--- config.mk ---
export PLATFORM = sky130hd
export DESIGN_NAME = execute_stage_pipelined
export DESIGN_NICKNAME = d
export VERILOG_FILES = /design/src/rtl/execute_stage_pipelined.sv
export SDC_FILE = /design/constraint.sdc
export NUM_CORES = 1
export LEC_CHECK = 0
export CAP_MARGIN = 20
export CORE_MARGIN = 2
export CORE_UTILIZATION = 53
export DETAILED_ROUTE_END_ITERATION = 10
export PLACE_DENSITY = 0.83
export RECOVER_POWER = 100
export SLEW_MARGIN = 15
export SYNTH_ARGS = -nofsm -noshare
export SYNTH_HDL_FRONTEND = slang
export SYNTH_SLANG_ARGS = --single-unit
--- constraint.sdc ---
create_clock -name clk -period 3.27 [get_ports clk]
set_input_delay 0.654 -clock clk [delete_from_list [all_inputs] [get_ports clk]]
set_output_delay 0.654 -clock clk [all_outputs]
set_load 0.03 [all_outputs]
--- src/rtl/execute_stage_pipelined.sv ---
// MIPS EX stage with a registered EX/MEM output and valid/ready handshakes.
// Computes ALU result, zero flag, destination register and branch target.
// Optional feature macro: EXEC_MULT_EN adds an iterative shift-add multiplier
// (funct 011000 with ALUOp=10) that stalls the upstream stage while it runs.
module execute_stage_pipelined #(
  parameter int unsigned XLEN = 32,
  parameter int unsigned REGW = 5
) (
  input  logic            clk,
  input  logic            rstn,
  input  logic            i_valid,
  output logic            o_ready,
  input  logic            iSig_RegDst,
  input  logic [1:0]      iSig_ALUOp,
  input  logic            iSig_ALUSrc,
  input  logic [XLEN-1:0] ipc_plus4,
  input  logic [XLEN-1:0] iregfile_read_1,
  input  logic [XLEN-1:0] iregfile_read_2,
  input  logic [XLEN-1:0] iimm,
  input  logic [REGW-1:0] iins2016,
  input  logic [REGW-1:0] iins1511,
  output logic            o_valid,
  input  logic            i_ready,
  output logic [XLEN-1:0] o_adder_branch_result,
  output logic [XLEN-1:0] oALU_result,
  output logic            oALU_zero,
  output logic [REGW-1:0] oreg_write_reg,
  output logic            o_busy
);

  logic [5:0]      funct;
  logic [XLEN-1:0] op_b;
  logic [XLEN-1:0] alu_res;
  logic [REGW-1:0] wreg_sel;
  logic [XLEN-1:0] br_sel;
  logic            is_mul;
  logic            out_free;
  logic            accept;

  // Output register state
  logic            valid_q;
  logic [XLEN-1:0] res_q;
  logic            zero_q;
  logic [REGW-1:0] wreg_q;
  logic [XLEN-1:0] br_q;

  // Output register load controls
  logic            ld_en;
  logic [XLEN-1:0] ld_res;
  logic [REGW-1:0] ld_wreg;
  logic [XLEN-1:0] ld_br;

  assign funct    = iimm[5:0];
  assign op_b     = iSig_ALUSrc ? iimm : iregfile_read_2;
  assign wreg_sel = iSig_RegDst ? iins1511 : iins2016;
  assign br_sel   = ipc_plus4 + (iimm << 2);
  assign out_free = ~valid_q | i_ready;
  assign accept   = i_valid & o_ready;

  // Single-cycle ALU: ALUOp selects add/sub or defers to the funct field
  always_comb begin
    alu_res = '0;
    unique case (iSig_ALUOp)
      2'b01: alu_res = iregfile_read_1 - op_b;
      2'b10: begin
        unique case (funct)
          6'b100000: alu_res = iregfile_read_1 + op_b;
          6'b100010: alu_res = iregfile_read_1 - op_b;
          6'b100100: alu_res = iregfile_read_1 & op_b;
          6'b100101: alu_res = iregfile_read_1 | op_b;
          6'b101010: alu_res = {{(XLEN-1){1'b0}},
                                ($signed(iregfile_read_1) < $signed(op_b))};
          default:   alu_res = '0;
        endcase
      end
      default: alu_res = iregfile_read_1 + op_b;
    endcase
  end

`ifdef EXEC_MULT_EN
  localparam int unsigned     CW       = $clog2(XLEN);
  localparam logic [CW-1:0]   CNT_LAST = CW'(XLEN - 1);

  typedef enum logic {
    S_IDLE,
    S_MUL
  } state_e;

  state_e          state_q, state_d;
  logic [CW-1:0]   cnt_q;
  logic [XLEN-1:0] acc_q;
  logic [XLEN-1:0] mcand_q;
  logic [XLEN-1:0] mplier_q;
  logic [REGW-1:0] mwreg_q;
  logic [XLEN-1:0] mbr_q;
  logic [XLEN-1:0] acc_next;
  logic            mul_last;
  logic            mul_done;

  assign is_mul   = (iSig_ALUOp == 2'b10) && (funct == 6'b011000);
  assign acc_next = acc_q + (mplier_q[0] ? mcand_q : '0);
  assign mul_last = (state_q == S_MUL) && (cnt_q == CNT_LAST);
  // The final iteration is deferred until the output register can take it,
  // so the accumulator never advances past the last partial product.
  assign mul_done = mul_last & out_free;
  assign o_ready  = (state_q == S_IDLE) & out_free;
  assign o_busy   = (state_q == S_MUL);

  // FSM state register
  always_ff @(posedge clk or negedge rstn) begin
    if (!rstn) state_q <= S_IDLE;
    else       state_q <= state_d;
  end

  // FSM next state: enter MUL on an accepted multiply, leave when it completes
  always_comb begin
    state_d = state_q;
    unique case (state_q)
      S_IDLE:  if (accept && is_mul) state_d = S_MUL;
      S_MUL:   if (mul_done)         state_d = S_IDLE;
      default: state_d = S_IDLE;
    endcase
  end

  // Shift-add datapath; low XLEN bits of the unsigned product equal the signed one
  always_ff @(posedge clk or negedge rstn) begin
    if (!rstn) begin
      cnt_q    <= '0;
      acc_q    <= '0;
      mcand_q  <= '0;
      mplier_q <= '0;
      mwreg_q  <= '0;
      mbr_q    <= '0;
    end else if (accept && is_mul) begin
      cnt_q    <= '0;
      acc_q    <= '0;
      mcand_q  <= iregfile_read_1;
      mplier_q <= op_b;
      mwreg_q  <= wreg_sel;
      mbr_q    <= br_sel;
    end else if ((state_q == S_MUL) && !(mul_last && !out_free)) begin
      cnt_q    <= cnt_q + 1'b1;
      acc_q    <= acc_next;
      mcand_q  <= mcand_q << 1;
      mplier_q <= mplier_q >> 1;
    end
  end

  // Output load source: a fresh single-cycle result or a finished multiply
  always_comb begin
    ld_en   = accept & ~is_mul;
    ld_res  = alu_res;
    ld_wreg = wreg_sel;
    ld_br   = br_sel;
    if (mul_done) begin
      ld_en   = 1'b1;
      ld_res  = acc_next;
      ld_wreg = mwreg_q;
      ld_br   = mbr_q;
    end
  end
`else
  assign is_mul  = 1'b0;
  assign o_ready = out_free;
  assign o_busy  = 1'b0;

  // Output load source: always the single-cycle result
  always_comb begin
    ld_en   = accept & ~is_mul;
    ld_res  = alu_res;
    ld_wreg = wreg_sel;
    ld_br   = br_sel;
  end
`endif

  // EX/MEM output register: load on new result, clear valid on drain, else hold
  always_ff @(posedge clk or negedge rstn) begin
    if (!rstn) begin
      valid_q <= 1'b0;
      res_q   <= '0;
      zero_q  <= 1'b0;
      wreg_q  <= '0;
      br_q    <= '0;
    end else if (ld_en) begin
      valid_q <= 1'b1;
      res_q   <= ld_res;
      zero_q  <= (ld_res == '0);
      wreg_q  <= ld_wreg;
      br_q    <= ld_br;
    end else if (i_ready) begin
      valid_q <= 1'b0;
    end
  end

  assign o_valid               = valid_q;
  assign oALU_result           = res_q;
  assign oALU_zero             = zero_q;
  assign oreg_write_reg        = wreg_q;
  assign o_adder_branch_result = br_q;

endmodule

==> summary.txt, run 1 <==
Outcome
  • Last step reached: global routing
  • Tool error: [ERROR GRT-0116] Global routing finished with congestion. Check the congestion regions in the DRC Viewer.
  • Status: did not finish

Synth
  • Main synth FF type: dfrtp_1
  • Synthesized cell area: 9945 sq um
  • Ranking of synthesized cells by area: ha_1 18%, dfrtp_1 18%, nand2_1 5.5%
  • Post-synth EDFFs: 0
  • Sequential share of the synthesized area: 17.87%
  • Synth Area per Inst: 7.500 sq um
  • Syn Inst Count: 1326
  • Post-Synthesis Net Count: 1619
  • Synth area leader: ha_1
  • Post-synth cell types: 82
  • Share of the synthesized area in the top cell type: 18.12%
  • Synth Register Bits: 71
  • Yosys warning total: 0
  • FFs w/ async S/R, synth: 100.0%

Global routing
  • Total gr overflow: 199
  • First-pass GRT wire length: 126100 um
  • Largest net degree at the start of global routing: 72
  • GRT Resource Usage Total: 82.32%
  • Vias in the first global route: 19720

Placed design
  • RD Place Congestion: 1.097
  • Port Buffer Count: 217
  • Post-place setup slack: -1.461 ns
  • HPWL after DPL: 36250 um

Clock tree
  • H-Tree Depth: 3
  • # clock sinks: 71
  • # hold bufs at CTS: 0
  • CTS root buffer: clkbuf_16
  • Clock tree buffer depth: 2
  • Num CTS Buffers: 9

Die
  • Cell Rows: 50
  • Io pins: 219
  • Die H: 141.0 um
  • Starting density of the core: 53.52%
  • Die Width: 141.0 um
[logic make-up after synthesis]
kind of cell	after synthesis	share of synthesized area [%]
mux	54	5.460
buf+inv	179	6.807
simple gates	413	19.30
compound gates	405	26.87
fa+ha+maj	147	18.72
xor+xnor	56	4.932
other cells	1	0.03771
flops	71	17.87
[cell usage after synthesis, types with 11 or more instances]
cell	count
nand2b_1	19
a211oi_1	24
clkbuf_1	41
nor2b_1	15
a31oi_1	16
nor3_1	26
a21o_1	25
mux2i_1	52
inv_1	122
xor2_1	23
o21bai_1	17
nor4_1	15
nand4_1	11
a21oi_1	88
o21ai_0	102
buf_1	13
nand2_1	146
dfrtp_1	71
ha_1	144
o211ai_1	12
o31ai_1	11
nor2_1	113
xnor2_1	33
nand3_1	22
[timing repair]
item | 4_1_cts
setup endpoints to repair | 43
pin swaps | 131
resized for setup | 332
buffers inserted | 74
[through the flow]
stage | hold WS, ns | instance area, sq um | std cells | util, % | TNS (ns)
2_1_floorplan | 0.3584 | 10180 | 1326 | - | -8.128
3_3_place_gp | 0.4579 | 15670 | 2161 | 84.33 | -29.00
3_5_place_dp | 0.4723 | 15670 | 2161 | 84.33 | -34.94
4_1_cts | 0.4871 | 17940 | 2239 | 96.58 | -5.050
[layer usage]
layer  GRT overflow  global-route usage (%)
met5              0                   31.58
met4             86                   88.37
met3              5                   65.42
met2            108                   98.72
met1              0                   81.18
==> run 2, diff against run 1 <==
Settings changed: CORE_UTILIZATION 53 to 40, PLACE_DENSITY 0.83 to default, PLACE_DENSITY_LB_ADDON from default to 0.15.
==> run 2 against run 1 <==
Net effect: the flow now finishes, with violations (max-capacitance violations, max-slew violations, negative setup slack); area after synthesis unchanged; synthesized cell count did not move.
==> summary.txt, run 2 <==
Layout
  • Area Overhead vs Synth: 84.78%
  • Final Non-Filler Cells: 2340
  • Fraction of layout cells with a size suffix above 1: 37.80%
  • Most frequent cells in the layout: 471 x buf_4, 144 x nand2_1, 115 x inv_1
  • Post-route cell area: 18380 sq um
  • Finished Core Util: 75.34%
  • Final net count: 2304
  • Antenna diodes: 0
  • Commonest non-fill, non-tap cell in the layout: buf_4

Placed design
  • Post-place setup slack: -1.510 ns (-0.04896 ns)
  • RD Place Congestion: 0.9881 (-9.9%)
  • HPWL after DPL: 34850 um (-3.9%)
  • Placed Instances: 2281 (+5.6%)
  • Port Buffer Count: 217 (unchanged)
  • Area post-placement: 16030 sq um (+2.3%)

Timing
  • Slew @ Worst Pin: 1.975 ns
  • Max_slew headroom: -31.67%
  • RSZ-0062 raised after global routing: yes
  • Final clock skew: 0.005205 ns
  • # setup viols final: 22
  • Endpoints failing hold: 0
  • Final Worst Setup Slack: -0.7144 ns
  • Final min period: 3.984 ns
  • Pins over their slew limit: 72
  • Period utilization: 121.8%
  • Max Clk Rate: 251.0 MHz

Synth
  • Main synth FF type: dfrtp_1
  • Share of the synthesized area in the top cell type: 18.12% (unchanged)
  • Post-synth EDFFs: 0 (unchanged)
  • Sequential share of the synthesized area: 17.87% (unchanged)
  • Count leader, synth: nand2_1
  • Synth Register Bits: 71 (unchanged)
  • Syn Inst Count: 1326 (unchanged)
  • Commonest cells post-synth: 146 x nand2_1, 144 x ha_1, 122 x inv_1
  • Synth Area per Inst: 7.500 sq um (unchanged)
  • Ranking of synthesized cells by area: ha_1 18%, dfrtp_1 18%, nand2_1 5.5%
  • Synth area leader: ha_1
  • Post-Synthesis Net Count: 1619 (unchanged)
  • FFs w/ async S/R, synth: 100.0% (unchanged)
  • Synthesized cell area: 9945 sq um (unchanged)
  • Post-synth cell types: 82 (unchanged)
  • Yosys warning total: 0 (unchanged)

Power
  • Sequential power share: 17.8%
  • Clock network power share: 17.2%
  • Comb pwr share: 65.0%
  • Switching share of power: 42.41%
  • Int Power: 3751 uW
  • Peak supply drop: 257.5 uV
  • Total chip power: 6513 uW
  • Psw: 2763 uW
  • Power Dens Cells: 354.5 nW/um^2
  • Leakage Power: 0.008666 uW

Global routing
  • First-pass GRT wire length: 69200 um
  • Total gr overflow: 0
  • Vias in the first global route: 12790
  • Initial antenna violation count: 0
  • GRT Resource Usage Total: 33.72%
  • Largest net degree at the start of global routing: 72

Clock tree
  • # hold bufs at CTS: 0 (unchanged)
  • Clk slew on worst S/H paths: 0.07 ns
  • Clock tree buffer depth: 2 (unchanged)
  • CTS root buffer: clkbuf_16
  • # clock sinks: 71 (unchanged)
  • TritonCTS clock tree: done
  • H-Tree Depth: 3 (unchanged)
  • Num CTS Buffers: 9 (unchanged)
  • Worst skew pair latency: 0.35 ns

Die
  • Die area: 26140 sq um
  • Core Box Area: 24390 sq um
  • Cell Rows: 57 (+14%)
  • Die Width: 161.7 um (+15%)
  • Die H: 161.7 um (+15%)
  • Starting density of the core: 40.77% (-13 points)
  • Io pins: 219 (unchanged)

Outcome
  • Failing checks: max-capacitance violations, max-slew violations, negative setup slack
  • Status: finished, violations left

Job
  • Max-Cap Viols: 1

Detailed routing
  • Starting DRT DRC Count: 963
  • Routed len/inst: 19.74 um
  • Vias/cell: 5.574
  • First-pass DRT Iterations: 6
  • Via count: 13040
  • Routed Antenna Nets: 0
  • Final wirelength: 46190 um
  • DRC errors left: 0

Critical path
  • CP Data Required Time: 3.56 ns
  • CP max FO: 8
  • Worst Setup Start Kind: primary input
  • Crit Path Class: primary input to flip-flop
  • Arrival @ worst endpoint: 4.28 ns
  • CP endpoint kind: flip-flop
  • Worst R2R Setup Slack: 0.61 ns

Hold path
  • Worst min path class: flip-flop to flip-flop
==> run 2: path summary, 6_finish.rpt <==
| check | start | to | cells after the start |
|---|---|---|---|
| max | iSig_ALUSrc | oALU_zero$_DFFE_PN0P_ | 19 |
| min in group asynchronous | rstn | o_adder_branch_result[13]$_DFFE_PN0P_ | 1 |
| min | oALU_result[19]$_DFFE_PN0P_ | oALU_result[19]$_DFFE_PN0P_ | 2 |
| max in group asynchronous | rstn | oALU_result[21]$_DFFE_PN0P_ | 1 |
| min reg2reg | oALU_result[19]$_DFFE_PN0P_ | oALU_result[19]$_DFFE_PN0P_ | 2 |
| max reg2reg | o_valid$_DFFE_PN0P_ | oALU_zero$_DFFE_PN0P_ | 12 |
==> run 2: area by class of cell <==
| type | instances | area (sq um) |
|---|---|---|
| fill | 1804 | 6016 |
| sequential | 71 | 1777 |
| inverter | 123 | 461.7 |
| clock inverter | 7 | 96.34 |
| clock buffer | 9 | 225.2 |
| multi-input combinational | 1076 | 9231 |
| tap | 324 | 405.4 |
| timing repair buffer | 730 | 6178 |
==> run 2: cells by family after synthesis <==
| group | after synthesis | share of synthesized area, % |
|---|---|---|
| AO/OA/AOI/OAI | 405 | 26.87 |
| XOR/XNOR | 56 | 4.932 |
| adder cells (fa/ha/maj) | 147 | 18.72 |
| other | 1 | 0.03771 |
| flip-flops | 71 | 17.87 |
| multiplexers | 54 | 5.460 |
| buffers and inverters | 179 | 6.807 |
| AND/OR/NAND/NOR | 413 | 19.30 |
==> run 2: worst max-delay path: stages <==
cell and delay (ns):
buf_12 0.09, buf_12 0.14, buf_12 0.16, mux2i_4 0.28
buf_6 0.16, ha_4 0.20, buf_4 0.15, a311oi_2 0.19
buf_4 0.17, o41ai_4 0.06, buf_4 0.16, o22a_1 0.24
and3_4 0.19, or2_4 0.26, a32o_2 0.26, nor3_4 0.24
nand3_1 0.12, nor4_2 0.34, a41o_1 0.20
==> run 2: repair_timing <==
item / in CTS / in global routing
hold endpoints to repair: 0 / 0
setup buffers: 35 / 11
setup endpoints to repair: 41 / 33
gates cloned: 1 / 0
pin swaps: 77 / 55
gates resized for setup: 247 / 117
==> run 2: power by group through the flow <==
stage | Clock [uW] | Combinational [uW] | Sequential (uW)
after floorplan | 0 | 1410 | 1540
after global placement | 0 | 3630 | 1180
after detailed placement | 0 | 3660 | 1180
after CTS | 1120 | 4030 | 1170
after global routing | 1150 | 4500 | 1180
final | 1120 | 4230 | 1160
==> run 2: per-stage QoR <==
stage,setup TNS [ns],hold slack (ns)
6_report,-6.898,0.4666
5_1_grt,-10.73,0.4956
4_1_cts,-4.654,0.4769
3_5_place_dp,-35.78,0.4620
3_3_place_gp,-30.89,0.4603
2_1_floorplan,-8.128,0.3584
==> run 2: routing by layer <==
layer,track usage [%],up-vias,wire [um]
li1,-,6127,-
met2,57.52,548,21620
met5,0,-,0
met4,11.83,0,1768
met3,4.443,128,3126
met1,43.94,6240,19670
Power figures use the tool's default switching activity.
==> run 3, diff against run 2 <==
Settings changed: TNS_END_PERCENT from default to 20.
==> run 3 against run 2 <==
Net effect: highest routed layer unchanged; first-iteration DRC count increased by 29%; the flow still finishes with violations (max-capacitance violations, max-slew violations, negative setup slack); sequential share of layout area grew 0.22 points; utilization decreased by 1.7 points; largest cell class unchanged.
==> summary.txt, run 3 (synthesis results as in run 2) <==
Clock tree
  • Num CTS Buffers: 9 (unchanged)
  • Clock tree buffer depth: 2 (unchanged)
  • CTS root buffer: clkbuf_16
  • TritonCTS clock tree: done
  • Clk slew on worst S/H paths: 0.08 ns (about the same)
  • Worst skew pair latency: 0.35 ns (about the same)
  • H-Tree Depth: 3 (unchanged)
  • # clock sinks: 71 (unchanged)

Power
  • Peak supply drop: 315.5 uV (+23%)
  • Power Dens Cells: 349.6 nW/um^2 (-1.4%)
  • Leakage Power: 0.008608 uW (-0.68%)
  • Total chip power: 6279 uW (-3.6%)

Layout
  • Final net count: 2283 (-0.91%)
  • Commonest non-fill, non-tap cell in the layout: buf_4
  • Antenna diodes: 0 (unchanged)
  • Fill cell count: 1901 (+5.4%)
  • Most frequent cells in the layout: 457 x buf_4, 142 x nand2_1, 119 x inv_1
  • Area Overhead vs Synth: 80.60%
  • Footprint of the multi-input gates: 8939 sq um (-3.2%)
  • Fraction of layout cells with a size suffix above 1: 35.29% (-2.5 points)
  • Register Area: 1777 sq um (unchanged)

Die
  • Die Width: 161.7 um (unchanged)
  • Core Box Area: 24390 sq um (unchanged)
  • Cell Rows: 57 (unchanged)
  • Starting density of the core: 40.77% (unchanged)
  • Io pins: 219 (unchanged)
  • Die area: 26140 sq um (unchanged)
  • Die H: 161.7 um (unchanged)

Critical path
  • Arrival @ worst endpoint: 4.35 ns (+0.07 ns)
  • CP max FO: 5 (-3)
  • Worst R2R Setup Slack: 0.64 ns (+0.03 ns)
  • Origin of the critical flop-to-flop path: o_valid$_DFFE_PN0P_
  • RR Endpoint: oALU_zero$_DFFE_PN0P_
  • Critical Path Start: iSig_ALUSrc
  • Worst Setup Start Kind: primary input
  • Depth of the worst register-to-register path: 12 (unchanged)
  • Crit Path Class: primary input to flip-flop
  • CP endpoint kind: flip-flop
  • CP Data Required Time: 3.56 ns (about the same)
  • Crit path to: oALU_zero$_DFFE_PN0P_

Timing
  • # setup viols final: 25 (+14%)
  • Period utilization: 124.1% (+2.2 points)
  • Slew @ Worst Pin: 1.955 ns (-0.02043 ns)
  • Final clock skew: 0.008200 ns (+0.002995 ns)
  • Final Worst Setup Slack: -0.7876 ns (-0.07326 ns)
  • Pins over their slew limit: 72 (unchanged)
  • Final min period: 4.058 ns (+0.07326 ns)
  • Fin Hold WS: 0.4744 ns (+0.007772 ns)
  • Max_slew headroom: -30.30% (+1.4 points)
  • Setup Total Neg Slack: -8.397 ns (-1.500 ns)
  • RSZ-0062 raised after global routing: yes
  • Endpoints failing hold: 0 (unchanged)
  • Max Clk Rate: 246.4 MHz (-1.8%)

Job
  • Max-Cap Viols: 1 (unchanged)

Detailed routing
  • Routed len/inst: 19.79 um (+0.23%)
  • DRC errors left: 0 (unchanged)
  • Vias/cell: 5.554 (-0.36%)
  • Via count: 12880 (-1.3%)
  • Routed Antenna Nets: 0 (unchanged)
  • Final wirelength: 45880 um (-0.67%)
  • First-pass DRT Iterations: 6 (unchanged)
  • Starting DRT DRC Count: 1245 (+29%)

Global routing
  • GRT Resource Usage Total: 33.15% (-0.57 points)
  • Total gr overflow: 0 (unchanged)
  • Largest net degree at the start of global routing: 73 (+1.4%)
  • Vias in the first global route: 12610 (-1.4%)
  • First-pass GRT wire length: 68000 um (-1.7%)
  • Initial antenna violation count: 0 (unchanged)

Hold path
  • Worst min path class: flip-flop to flip-flop

Placed design
  • HPWL after DPL: 35340 um (+1.4%)
  • Port Buffer Count: 217 (unchanged)
  • RD Place Congestion: 1.021 (+3.3%)

Outcome
  • Status: finished, violations left
  • Failing checks: max-capacitance violations, max-slew violations, negative setup slack
==> run 3: cell count changes in the layout (fill, tap and decap cells not counted), moves of 4 or more <==
cell,previous run,this run
a21oi_1,62,70
a21oi_2,22,13
buf_4,471,457
buf_6,32,21
clkdlybuf4s50_1,113,109
dlygate4sd2_1,17,12
dlymetal6s2s_1,7,18
ha_1,102,111
ha_4,37,27
inv_1,115,119
inv_2,7,3
o21ai_0,68,83
o21ai_1,26,11
==> run 3: how the worst min path moves through the flow <==
stage | from | depth (start not counted) | to
6_report | o_adder_branch_result[26]$_DFFE_PN0P_ | 2 | o_adder_branch_result[26]$_DFFE_PN0P_
5_1_grt | oALU_result[28]$_DFFE_PN0P_ | 2 | oALU_result[28]$_DFFE_PN0P_
4_1_cts | oALU_result[20]$_DFFE_PN0P_ | 2 | oALU_result[20]$_DFFE_PN0P_
3_5_place_dp | oALU_result[31]$_DFFE_PN0P_ | 2 | oALU_result[31]$_DFFE_PN0P_
3_3_place_gp | o_adder_branch_result[2]$_DFFE_PN0P_ | 2 | o_adder_branch_result[2]$_DFFE_PN0P_
2_1_floorplan | rstn | 0 | oALU_result[0]$_DFFE_PN0P_
==> run 3: per-layer routing <==
layer / global-route usage (%) / vias up / part of all wire [%]
met3: 5.209 / 81 / 7.4
met5: 0 / - / 0
li1: - / 6083 / -
met4: 9.614 / 0 / 2.4
met2: 56.92 / 527 / 48
met1: 43.15 / 6188 / 42
==> run 3: what timing repair did <==
| item | 4_1_cts | 5_1_grt |
|---|---|---|
| gates cloned | 1 | 2 |
| resized for setup | 140 | 175 |
| endpoints found under the setup margin | 42 | 39 |
| pin swaps | 49 | 70 |
| setup buffers | 30 | 25 |
| hold buffers | 0 | 0 |
| hold endpoints to repair | 0 | 0 |
==> run 3: power by group <==
group,total [uW],switching [uW],internal (uW)
clock network,1030,495,533
registers,1160,101,1060
logic,4090,2160,1930
total,6280,2750,3530
==> run 3: worst max-delay path, cell delays in order <==
cell and delay [ns]:
buf_12 0.11, buf_12 0.14, buf_8 0.12, mux2i_4 0.18, inv_2 0.10, ha_4 0.15, inv_2 0.04, fa_2 0.34
nand2b_4 0.16, a21oi_4 0.15, o221ai_4 0.14, buf_6 0.14, a2111o_1 0.42, and3_4 0.18, or2_4 0.26, buf_6 0.13
o21bai_4 0.13, xnor2_2 0.14, o22ai_2 0.09, a22oi_2 0.25, buf_4 0.17, a41o_1 0.15
==> run 3: final cells by class <==
class / count / share of cell area (%)
flip-flops and latches: 71 / 9.893
inverters: 123 / 2.571
multi-input cells: 1076 / 49.77
clock buffers: 9 / 1.254
clock inverters: 7 / 0.3553
well taps: 324 / 2.257
repair buffers: 709 / 33.90
==> run 3: through the flow <==
| step | instance area, sq um | worst slack, ns | util [%] | std cells |
|---|---|---|---|---|
| floorplan | 10120 | -0.8858 | - | 1326 |
| CTS | 16940 | -0.8318 | 69.45 | 2296 |
| finish | 17960 | -0.7876 | 73.63 | 2319 |
| global placement | 15770 | -1.550 | 64.64 | 2254 |
| detailed placement | 15770 | -1.686 | 64.64 | 2254 |
| global route | 17960 | -0.8986 | 73.63 | 2319 |
==> run 4, diff against run 3 <==
Settings changed: TNS_END_PERCENT 20 to default.
==> results of run 4 <==
The final DEF is identical to that of run 2; final timing and power are the same.
